===== config.mk =====
export PLATFORM = sky130hd
export DESIGN_NAME = sync_fifo_fwft_flat
export DESIGN_NICKNAME = d
export VERILOG_FILES = /design/src/rtl/fifo_pkg.sv /design/src/rtl/sync_fifo_fwft_if.sv /design/src/rtl/fifo_ram.sv /design/src/rtl/sync_fifo_fwft.sv /design/src/flat_wrapper.sv
export SDC_FILE = /design/constraint.sdc
export NUM_CORES = 1
export LEC_CHECK = 0
export BUFFER_PORTS_ARGS = -buffer_cell sky130_fd_sc_hd__buf_2
export CAP_MARGIN = 0
export CORE_MARGIN = 5
export CORE_UTILIZATION = 61
export DETAILED_ROUTE_END_ITERATION = 16
export GPL_TIMING_DRIVEN = 0
export PLACE_DENSITY = 0.79
export SKIP_CTS_REPAIR_TIMING = 1
export SLEW_MARGIN = 25
export SYNTH_ARGS = -nofsm -noshare
export SYNTH_HDL_FRONTEND = slang
export SYNTH_SLANG_ARGS = --single-unit

===== constraint.sdc =====
create_clock -name clk -period 7.85 [get_ports clk]
set_input_delay 1.57 -clock clk [delete_from_list [all_inputs] [get_ports clk]]
set_output_delay 1.57 -clock clk [all_outputs]
set_load 0.01 [all_outputs]

===== src/rtl/fifo_pkg.sv =====
// Shared types, width helpers and threshold defaults for the single-clock FIFO.
package fifo_pkg;

  typedef enum logic {STD, FWFT} fifo_mode_e;

  localparam int AE_THRESH_DEF = 2;
  localparam int AF_MARGIN     = 2;

  function automatic int ptr_w(input int depth);
    return (depth <= 2) ? 1 : $clog2(depth);
  endfunction

  function automatic int cnt_w(input int depth);
    return $clog2(depth + 1);
  endfunction

endpackage


===== src/rtl/sync_fifo_fwft_if.sv =====
// Push/pop handshake, data and status bundle for sync_fifo_fwft.
// master = producer/consumer side, slave = the FIFO itself.
interface sync_fifo_fwft_if #(
  parameter int DEPTH      = 16,
  parameter int DATA_WIDTH = 64
);
  localparam int CNT_W = fifo_pkg::cnt_w(DEPTH);

  logic                  flush;
  logic                  wen;
  logic [DATA_WIDTH-1:0] data_w;
  logic                  ren;
  logic [DATA_WIDTH-1:0] data_r;
  logic                  rvalid;
  logic                  full;
  logic                  empty;
  logic                  almost_full;
  logic                  almost_empty;
  logic [CNT_W-1:0]      count;
  logic                  overflow;
  logic                  underflow;

  modport master (
    output flush, wen, data_w, ren,
    input  data_r, rvalid, full, empty, almost_full, almost_empty, count, overflow, underflow
  );

  modport slave (
    input  flush, wen, data_w, ren,
    output data_r, rvalid, full, empty, almost_full, almost_empty, count, overflow, underflow
  );
endinterface


===== src/rtl/fifo_ram.sv =====
// DEPTH x DATA_WIDTH storage: write lands at the clock edge, read is combinational.
// No reset; pointer logic in the parent decides which entries are meaningful.
module fifo_ram #(
  parameter int DEPTH      = 16,
  parameter int DATA_WIDTH = 64,
  parameter int PTR_W      = 4
) (
  input  logic                  clk,
  input  logic                  we,
  input  logic [PTR_W-1:0]      waddr,
  input  logic [DATA_WIDTH-1:0] wdata,
  input  logic [PTR_W-1:0]      raddr,
  output logic [DATA_WIDTH-1:0] rdata
);
  logic [DATA_WIDTH-1:0] mem [DEPTH];

  always_ff @(posedge clk) begin
    if (we) begin
      mem[waddr] <= wdata;
    end
  end

  assign rdata = mem[raddr];
endmodule


===== src/rtl/sync_fifo_fwft.sv =====
// Single-clock FIFO, any depth >= 2; standard mode reads in 1 cycle, FWFT shows the head word at once.
// Push rejected when full, pop rejected when empty (sticky overflow/underflow); flush beats wen/ren.
module sync_fifo_fwft #(
  parameter int DEPTH      = 16,
  parameter int DATA_WIDTH = 64,
  parameter int FWFT       = 0,
  parameter int AF_THRESH  = DEPTH - fifo_pkg::AF_MARGIN,
  parameter int AE_THRESH  = fifo_pkg::AE_THRESH_DEF
) (
  input  logic             clk,
  input  logic             rst_n,
  sync_fifo_fwft_if.slave  bus
);
  import fifo_pkg::*;

  localparam int PTR_W = ptr_w(DEPTH);
  localparam int CNT_W = cnt_w(DEPTH);
  localparam fifo_mode_e MODE = (FWFT != 0) ? fifo_pkg::FWFT : fifo_pkg::STD;
  localparam logic [CNT_W-1:0] FULL_C = CNT_W'(DEPTH);
  localparam logic [CNT_W-1:0] AF_C   = CNT_W'(AF_THRESH);
  localparam logic [CNT_W-1:0] AE_C   = CNT_W'(AE_THRESH);

  if (DEPTH < 2) begin : g_bad_depth
    $fatal(1, "sync_fifo_fwft: DEPTH must be >= 2");
  end
  if (AF_THRESH <= 0 || AF_THRESH > DEPTH) begin : g_bad_af
    $fatal(1, "sync_fifo_fwft: AF_THRESH out of range");
  end
  if (AE_THRESH < 0 || AE_THRESH >= DEPTH) begin : g_bad_ae
    $fatal(1, "sync_fifo_fwft: AE_THRESH out of range");
  end

  logic [PTR_W-1:0]      wr_ptr_q, wr_ptr_d, rd_ptr_q, rd_ptr_d;
  logic [CNT_W-1:0]      cnt_q, cnt_d;
  logic                  ovf_q, ovf_d, unf_q, unf_d;
  logic                  full_w, empty_w, push_ok, pop_ok;
  logic [DATA_WIDTH-1:0] ram_rdata;

  // Explicit wrap so non-power-of-2 depths never index past DEPTH-1.
  function automatic logic [PTR_W-1:0] ptr_inc(input logic [PTR_W-1:0] p);
    return (p == PTR_W'(DEPTH - 1)) ? '0 : p + PTR_W'(1);
  endfunction

  assign full_w  = (cnt_q == FULL_C);
  assign empty_w = (cnt_q == '0);
  assign push_ok = bus.wen & ~full_w  & ~bus.flush;
  assign pop_ok  = bus.ren & ~empty_w & ~bus.flush;

  always_comb begin
    wr_ptr_d = wr_ptr_q;
    rd_ptr_d = rd_ptr_q;
    cnt_d    = cnt_q;
    ovf_d    = ovf_q | (bus.wen & full_w  & ~bus.flush);
    unf_d    = unf_q | (bus.ren & empty_w & ~bus.flush);
    if (bus.flush) begin
      wr_ptr_d = '0;
      rd_ptr_d = '0;
      cnt_d    = '0;
      ovf_d    = 1'b0;
      unf_d    = 1'b0;
    end else begin
      if (push_ok) wr_ptr_d = ptr_inc(wr_ptr_q);
      if (pop_ok)  rd_ptr_d = ptr_inc(rd_ptr_q);
      if (push_ok && !pop_ok) cnt_d = cnt_q + CNT_W'(1);
      if (pop_ok && !push_ok) cnt_d = cnt_q - CNT_W'(1);
    end
  end

  always_ff @(posedge clk or negedge rst_n) begin
    if (!rst_n) begin
      wr_ptr_q <= '0;
      rd_ptr_q <= '0;
      cnt_q    <= '0;
      ovf_q    <= 1'b0;
      unf_q    <= 1'b0;
    end else begin
      wr_ptr_q <= wr_ptr_d;
      rd_ptr_q <= rd_ptr_d;
      cnt_q    <= cnt_d;
      ovf_q    <= ovf_d;
      unf_q    <= unf_d;
    end
  end

  fifo_ram #(
    .DEPTH      (DEPTH),
    .DATA_WIDTH (DATA_WIDTH),
    .PTR_W      (PTR_W)
  ) u_ram (
    .clk   (clk),
    .we    (push_ok),
    .waddr (wr_ptr_q),
    .wdata (bus.data_w),
    .raddr (rd_ptr_q),
    .rdata (ram_rdata)
  );

  if (MODE == fifo_pkg::STD) begin : g_std
    logic [DATA_WIDTH-1:0] data_r_q, data_r_d;
    logic                  rvalid_q, rvalid_d;

    always_comb begin
      data_r_d = data_r_q;
      rvalid_d = 1'b0;
      if (bus.flush) begin
        data_r_d = '0;
      end else if (pop_ok) begin
        data_r_d = ram_rdata;
        rvalid_d = 1'b1;
      end
    end

    always_ff @(posedge clk or negedge rst_n) begin
      if (!rst_n) begin
        data_r_q <= '0;
        rvalid_q <= 1'b0;
      end else begin
        data_r_q <= data_r_d;
        rvalid_q <= rvalid_d;
      end
    end

    assign bus.data_r = data_r_q;
    assign bus.rvalid = rvalid_q;
  end else begin : g_fwft
    assign bus.data_r = empty_w ? '0 : ram_rdata;
    assign bus.rvalid = ~empty_w;
  end

  assign bus.full         = full_w;
  assign bus.empty        = empty_w;
  assign bus.almost_full  = (cnt_q >= AF_C);
  assign bus.almost_empty = (cnt_q <= AE_C);
  assign bus.count        = cnt_q;
  assign bus.overflow     = ovf_q;
  assign bus.underflow    = unf_q;
endmodule


===== src/flat_wrapper.sv =====
// flat-port wrapper written by rule: the top's interface ports become plain ports
module sync_fifo_fwft_flat import fifo_pkg::*;
#(
  parameter int DEPTH      = 16,
  parameter int DATA_WIDTH = 64,
  parameter int FWFT       = 0,
  parameter int AF_THRESH  = DEPTH - fifo_pkg::AF_MARGIN,
  parameter int AE_THRESH  = fifo_pkg::AE_THRESH_DEF
)
  (clk, rst_n, bus_flush, bus_wen, bus_data_w, bus_ren, bus_data_r, bus_rvalid, bus_full, bus_empty, bus_almost_full, bus_almost_empty, bus_count, bus_overflow, bus_underflow);
  sync_fifo_fwft_if #(.DEPTH(DEPTH), .DATA_WIDTH(DATA_WIDTH)) bus_i ();
  input  logic clk;
  input  logic rst_n;
  input wire logic [$bits(bus_i.flush)-1:0] bus_flush;
  input wire logic [$bits(bus_i.wen)-1:0] bus_wen;
  input wire logic [$bits(bus_i.data_w)-1:0] bus_data_w;
  input wire logic [$bits(bus_i.ren)-1:0] bus_ren;
  output wire logic [$bits(bus_i.data_r)-1:0] bus_data_r;
  output wire logic [$bits(bus_i.rvalid)-1:0] bus_rvalid;
  output wire logic [$bits(bus_i.full)-1:0] bus_full;
  output wire logic [$bits(bus_i.empty)-1:0] bus_empty;
  output wire logic [$bits(bus_i.almost_full)-1:0] bus_almost_full;
  output wire logic [$bits(bus_i.almost_empty)-1:0] bus_almost_empty;
  output wire logic [$bits(bus_i.count)-1:0] bus_count;
  output wire logic [$bits(bus_i.overflow)-1:0] bus_overflow;
  output wire logic [$bits(bus_i.underflow)-1:0] bus_underflow;
  assign bus_i.flush = bus_flush;
  assign bus_i.wen = bus_wen;
  assign bus_i.data_w = bus_data_w;
  assign bus_i.ren = bus_ren;
  assign bus_data_r = bus_i.data_r;
  assign bus_rvalid = bus_i.rvalid;
  assign bus_full = bus_i.full;
  assign bus_empty = bus_i.empty;
  assign bus_almost_full = bus_i.almost_full;
  assign bus_almost_empty = bus_i.almost_empty;
  assign bus_count = bus_i.count;
  assign bus_overflow = bus_i.overflow;
  assign bus_underflow = bus_i.underflow;
  sync_fifo_fwft #(.DEPTH(DEPTH), .DATA_WIDTH(DATA_WIDTH), .FWFT(FWFT), .AF_THRESH(AF_THRESH), .AE_THRESH(AE_THRESH)) u_core (.clk(clk), .rst_n(rst_n), .bus(bus_i));
endmodule

==> flow_summary.yaml, run 1 <==
synthesis:
  async_reset_ff_share_pct: 7.25
  yosys_most_used_dff: "edfxtp_1"
  yosysTopAreaCellShare_pct: 74.1
  synth_top_cell_by_area: "edfxtp_1"
  ys_types: 44
  synth-seq-cells: 1104
  yosys-top-cells-area: "edfxtp_1 74%, mux4_2 14%, dfrtp_1 4.8%, a22oi_1 2.4%, a22o_1 1.4%"
  syn_inst: 1852
  synth_edf_count: 1024
  synth_area_mm2: 0.0415
  yosys_warnings: 0
  synth_seq_area_share_pct: 78.9
  syn_area_per_cell_um2: 22.4
  syn_nets: 1928
setup_path:
  timing.critical_path.mode_cell: "buf_4"
  crit_chain: "buf_2 -> clkbuf_1 -> nor3_1 -> nand2_1 -> nor3_2 -> buf_6 -> buf_4 -> buf_4 -> buf_6 -> buf_4"
  required_ns: 8.22
  critPathLaunchType: "input port"
  critPathArrivalTime_ns: 4.61
  worstSetupPathType: "input port to register"
  worst_path_max_delay_cell: "nor3_2"
  crit_fanout: 10
  critPathMaxStageDelay_ns: 0.61
  cp-end-kind: "register"
sta:
  max-slew-margin-rel_pct: 25.7
  skew_ns: 0.0253
  layout_min_cycle_time_ns: 4.23
  slew_violations: 0
  max_freq_mhz: 236
  fin_crit_sh_pct: 53.9
  worst_pin_slew_ns: 1.11
  rsz0062_at_grt: "false"
  setup_viol_count_final: 0
  hold_violations: 0
global_routing:
  grt_overflow: 0
  antenna_found_initial: 8
  grt_pass1_wl_mm: 154
  grt_max_degree: 50
  grt_pass1_vias: 22700
  grtUsageTotal_pct: 28.7
clocking:
  clk_pin_slew_ns: 0.06
  cts_buffer_depth: 3
  clk_latency_ns: 0.68
  tritoncts: "built"
  cts.sinks: 1104
  numCtsBuffers: 104
  clockRootBuffer: "clkbuf_16"
  h-tree-depth: 3
die:
  die-area_mm2: 0.0733
  rows: 95
  die_w_um: 271
  coreArea_mm2: 0.0673
  die_h_um: 271
  pin_count: 145
  start_util_pct: 61.7
drt:
  dr_wl_met2_mm: 52.7
  wl_per_cell_um: 33.3
  drt_iter0_drc: 3244
  drtPass1Iterations: 7
  ant_nets: 0
  via_count: 21900
  routed.top_layer: "met5"
  routed_wl_mm: 105
  drc: 0
  route.met3.wl_mm: 10.9
  wl_met1_mm: 36.4
  via_per_inst: 6.95
pwr:
  switchingPower_mw: 3.80
  p_comb_share_pct: 18.8
  power_density_mw_per_mm2: 302
  p_leak_nw: 15.9
  power_frac_seq_pct: 45.9
  power.internal_mw: 10.8
  pwr-share-clk_pct: 35.3
  ir_drop_mv: 0.237
  swShare_pct: 26.1
placement:
  hpwlAfterDp_mm: 61.7
  place_inst: 2951
  port_buffers: 144
  placed_area_mm2: 0.0448
  gp_congestion: 0.776
min_path:
  hp-class: "register to register"
final_layout:
  drive_gt1_share_pct: 30.7
  syn_to_final_growth_pct: 16.4
  final_common_cell: "edfxtp_1"
  design_area_mm2: 0.0483
  mostFrequentLayoutCells: "1024 x edfxtp_1, 256 x mux4_2, 175 x buf_2"
  instances_no_fill: 3149
  fin_util_pct: 71.8
  fin_nets: 2260
status:
  status: "completed"
flow_run:
  maxCapViolations: 0
## registers in the layout (all words and copies together) (netlist names)
register and count:
u_core.bus.rvalid 1, u_core.wr_ptr_q 4, u_core.bus.underflow 1, u_core.bus.count 5
u_core.rd_ptr_q 4, u_core.bus.data_r 64, u_core.u_ram.mem 1024, u_core.bus.overflow 1
## metal layers
metal	vias to the layer above	global-route usage (%)
li1	8538	-
met4	10	11.0
met2	1652	47.2
met1	11300	38.6
met5	-	0
met3	344	6.18
## power by group through the flow
| stage | logic (mW) | clock network [mW] | registers (mW) |
|---|---|---|---|
| 2_1_floorplan | 1.80 | 0 | 6.84 |
| 3_3_place_gp | 2.57 | 0 | 6.80 |
| 3_5_place_dp | 2.68 | 0 | 6.80 |
| 4_1_cts | 2.76 | 5.18 | 6.69 |
| 5_1_grt | 2.91 | 5.46 | 6.70 |
| 6_report | 2.74 | 5.15 | 6.69 |
## worst paths after layout
check | slack [ns] | cells after the start | start | endpoint
worst min-delay path | 0.50 | 1 | u_core.bus.data_r[13]$_DFFE_PN0P_ | u_core.bus.data_r[13]$_DFFE_PN0P_
worst max-delay path | 3.62 | 10 | bus_flush | u_core.u_ram.mem[0][13]$_DFFE_PP_
min in group asynchronous | 0.81 | 1 | rst_n | u_core.bus.data_r[35]$_DFFE_PN0P_
worst max register to register | 4.12 | 11 | u_core.bus.count[4]$_DFFE_PN0P_ | u_core.u_ram.mem[0][13]$_DFFE_PP_
max in group asynchronous | 6.38 | 2 | rst_n | u_core.bus.data_r[61]$_DFFE_PN0P_
worst min register to register | 0.50 | 1 | u_core.bus.data_r[13]$_DFFE_PN0P_ | u_core.bus.data_r[13]$_DFFE_PN0P_
## cell usage after synthesis (7+ instances only)
cell and n:
a22o_1 64, edfxtp_1 1024, nand2_1 80, buf_1 8, dfrtp_1 80, buf_2 32
a21oi_1 9, mux4_2 256, ha_1 7, clkbuf_1 65, nor2_1 34, a22oi_1 130
## area by class of cell
| type | count | area [um^2] |
|---|---|---|
| Inverter | 5 | 18.8 |
| Clock buffer | 130 | 2760 |
| Antenna cell | 5 | 12.5 |
| Buffer | 106 | 447 |
| Clock inverter | 63 | 718 |
| Fill cell | 3653 | 19000 |
| Multi-Input combinational cell | 637 | 8400 |
| Timing Repair Buffer | 226 | 2110 |
| Tap cell | 873 | 1090 |
| Sequential cell | 1104 | 32800 |
## metrics by stage
| step | hold WS [ns] | worst slack, ns | power (mW) | setup TNS, ns |
|---|---|---|---|---|
| 2_1_floorplan | 0.526 | 0.689 | 8.63 | 0 |
| 3_3_place_gp | 0.475 | -3.80 | 9.37 | -1592.68 |
| 3_5_place_dp | 0.486 | 3.24 | 9.48 | 0 |
| 4_1_cts | 0.504 | 3.80 | 14.6 | 0 |
| 5_1_grt | 0.511 | 3.62 | 15.1 | 0 |
| 6_report | 0.501 | 3.62 | 14.6 | 0 |
## critical path, delay by kind of cell
family	cells	cell delay, ns
AND/OR/NAND/NOR	3	1.60
buffers and inverters	7	1.43
## cell families (layout without fill, tap and decap cells)
group / Yosys count / count (layout) / share of synthesized area (%)
XOR/XNOR: 6 / 6 / 0.127
adder cells (fa/ha/maj): 7 / 7 / 0.211
other: 0 / 5 / 0
AO/OA/AOI/OAI: 222 / 222 / 4.13
AND/OR/NAND/NOR: 142 / 142 / 1.49
buffers and inverters: 111 / 530 / 1.12
flip-flops: 1104 / 1104 / 78.9
multiplexers: 260 / 260 / 14.0
No activity file was read; power rests on OpenSTA's default activity.
==> inputs of run 2 (changes only) <==
CORE_UTILIZATION = 55   (was 61)
PLACE_DENSITY = 0.75   (was 0.79)
clock period = 3.5 ns   (was 7.85 ns; I/O delays follow)
==> run 2 against run 1 <==
  * The run now ends with setup timing left
  * Clock power is 120% higher
  * Combinational power up 120%
  * Global-route usage is 4.2 points lower
  * Cell count is 3.1% higher
  * Critical endpoint is now u_core.bus.data_r[38]$_DFFE_PN0P_
  * Worst setup slack got worse by 3.6 ns
  * Sequential power grew 120%
  * Non-clock buffer count decreased by 8
  * Sequential share of layout area decreased by 0.23 points
  * Largest cell class unchanged
  * Largest power group unchanged
==> flow_summary.yaml, run 2 (same netlist as run 1, synthesis figures left out) <==
status:
  status: "finished, violations left"
  violations: "setup timing"
sta:
  hold_violations: 0
  setup-tns-final_ns: -0.00808
  max-slew-margin-rel_pct: 30.4
  rsz0062_at_grt: "false"
  fin_crit_sh_pct: 100
  setup_slack_ns: -0.00808
  layout_min_cycle_time_ns: 3.51
  slew_violations: 0
  skew_ns: 0.0208
  worst_pin_slew_ns: 1.04
  max_freq_mhz: 285
  setup_viol_count_final: 1
min_path:
  holdPathEnd: "u_core.bus.overflow$_DFF_PN0_"
  hp-class: "input port to register"
  hold_path_depth: 3
  worstHoldStart: "bus_wen"
setup_path:
  worstSetupStartpoint: "u_core.rd_ptr_q[1]$_DFFE_PN0P_"
  critPathMaxStageDelay_ns: 0.77
  worstReg2RegStart: "u_core.rd_ptr_q[1]$_DFFE_PN0P_"
  critPathArrivalTime_ns: 4.06
  cp-end-kind: "register"
  r2r-end: "u_core.bus.data_r[38]$_DFFE_PN0P_"
  rr_worst_depth: 7
  ff2ff_setup_slack_ns: -0.008
  worstSetupPathType: "register to register"
  critPathLaunchType: "register"
  crit_chain: "clkbuf_1 -> clkdlybuf4s15_1 -> clkbuf_1 -> mux4_2 -> a22oi_1 -> nand2_1 -> a22o_1"
  crit_fanout: 10
  worst_path_max_delay_cell: "clkdlybuf4s15_1"
  required_ns: 4.06
  timing.critical_path.mode_cell: "clkbuf_1"
global_routing:
  grt_max_degree: 60
  grt_pass1_wl_mm: 147
  antenna_found_initial: 9
  grtUsageTotal_pct: 24.6
  grt_pass1_vias: 22300
  grt_overflow: 0
clocking:
  clockRootBuffer: "clkbuf_16"
  cts.sinks: 1104
  clk_pin_slew_ns: 0.07
  tritoncts: "built"
  cts_buffer_depth: 3
  numCtsBuffers: 107
  clk_latency_ns: 0.67
  h-tree-depth: 3
final_layout:
  fin_nets: 2255
  largest_reg_flops: 1024
  syn_to_final_growth_pct: 16.8
  register_area_mm2: 0.0328
  mostFrequentLayoutCells: "1024 x edfxtp_1, 256 x mux4_2, 175 x buf_2"
  nFillCells: 4616
  final_common_cell: "edfxtp_1"
  multi_input_area_mm2: 0.00842
  drive_gt1_share_pct: 30.3
  instances_no_fill: 3248
  fin_util_pct: 64.9
  regMostFlops: "u_core.u_ram.mem"
drt:
  drc: 0
  via_count: 21100
  drtPass1Iterations: 5
  wl_per_cell_um: 30.5
  routed_wl_mm: 99.1
  ant_nets: 0
  via_per_inst: 6.51
  drt_iter0_drc: 2900
pwr:
  power_density_mw_per_mm2: 662
  ir_drop_mv: 0.406
  p_leak_nw: 15.9
  power.total_mw: 32.1
die:
  die_w_um: 285
  die_h_um: 285
  pin_count: 145
  start_util_pct: 55.6
  rows: 100
  die-area_mm2: 0.0810
  coreArea_mm2: 0.0747
placement:
  dp_slack_ns: -0.125
  hpwlAfterDp_mm: 61.5
  place_inst: 3034
  port_buffers: 144
  gp_congestion: 0.778
flow_run:
  maxCapViolations: 0
## run 2: area by class of cell
type	count	share of cell area [%]
timing repair buffer	218	4.56
sequential	1104	67.6
multi-input combinational	637	17.4
tap	969	2.50
clock buffer	131	5.83
buffer	106	0.952
antenna	7	0.0361
clock inverter	71	1.14
inverter	5	0.0387
## run 2: how the worst max path moves through the flow
stage	end	slack, ns	depth (start not counted)
after global routing	u_core.bus.data_r[38]$_DFFE_PN0P_	0.02	7
after floorplan	u_core.u_ram.mem[10][0]$_DFFE_PP_	-1.06	4
after global placement	u_core.u_ram.mem[9][3]$_DFFE_PP_	-4.71	5
after CTS	u_core.bus.data_r[49]$_DFFE_PN0P_	0.05	7
final	u_core.bus.data_r[38]$_DFFE_PN0P_	-0.008	7
after detailed placement	u_core.u_ram.mem[11][3]$_DFFE_PP_	-0.13	9
## run 2: per-layer routing
layer,track usage [%],wire (um),vias up
li1,-,-,8548
met1,33.4,36800,11100
met2,40.5,49600,1317
met3,5.59,9910,211
met4,7.56,2710,6
met5,0,43,-
## run 2: metrics by stage
stage	hold slack (ns)	instance area (um^2)
global placement	0.477	43500
CTS	-0.123	48400
finish	0.366	48500
detailed placement	0.489	45000
global route	0.373	48500
floorplan	0.404	41600
## run 2: worst max-delay path, delay by kind of cell (launching register included)
family | cells | cell delay [ns]
AO/OA/AOI/OAI | 2 | 0.40
multiplexers | 1 | 0.44
buffers and inverters | 3 | 1.97
flip-flops | 1 | 0.38
AND/OR/NAND/NOR | 1 | 0.19
## run 2: power breakdown
group	leakage (nW)	switching, mW	internal, mW
clock network	1.67	4.84	6.26
logic	3.88	3.17	2.82
registers	10.3	0.245	14.8
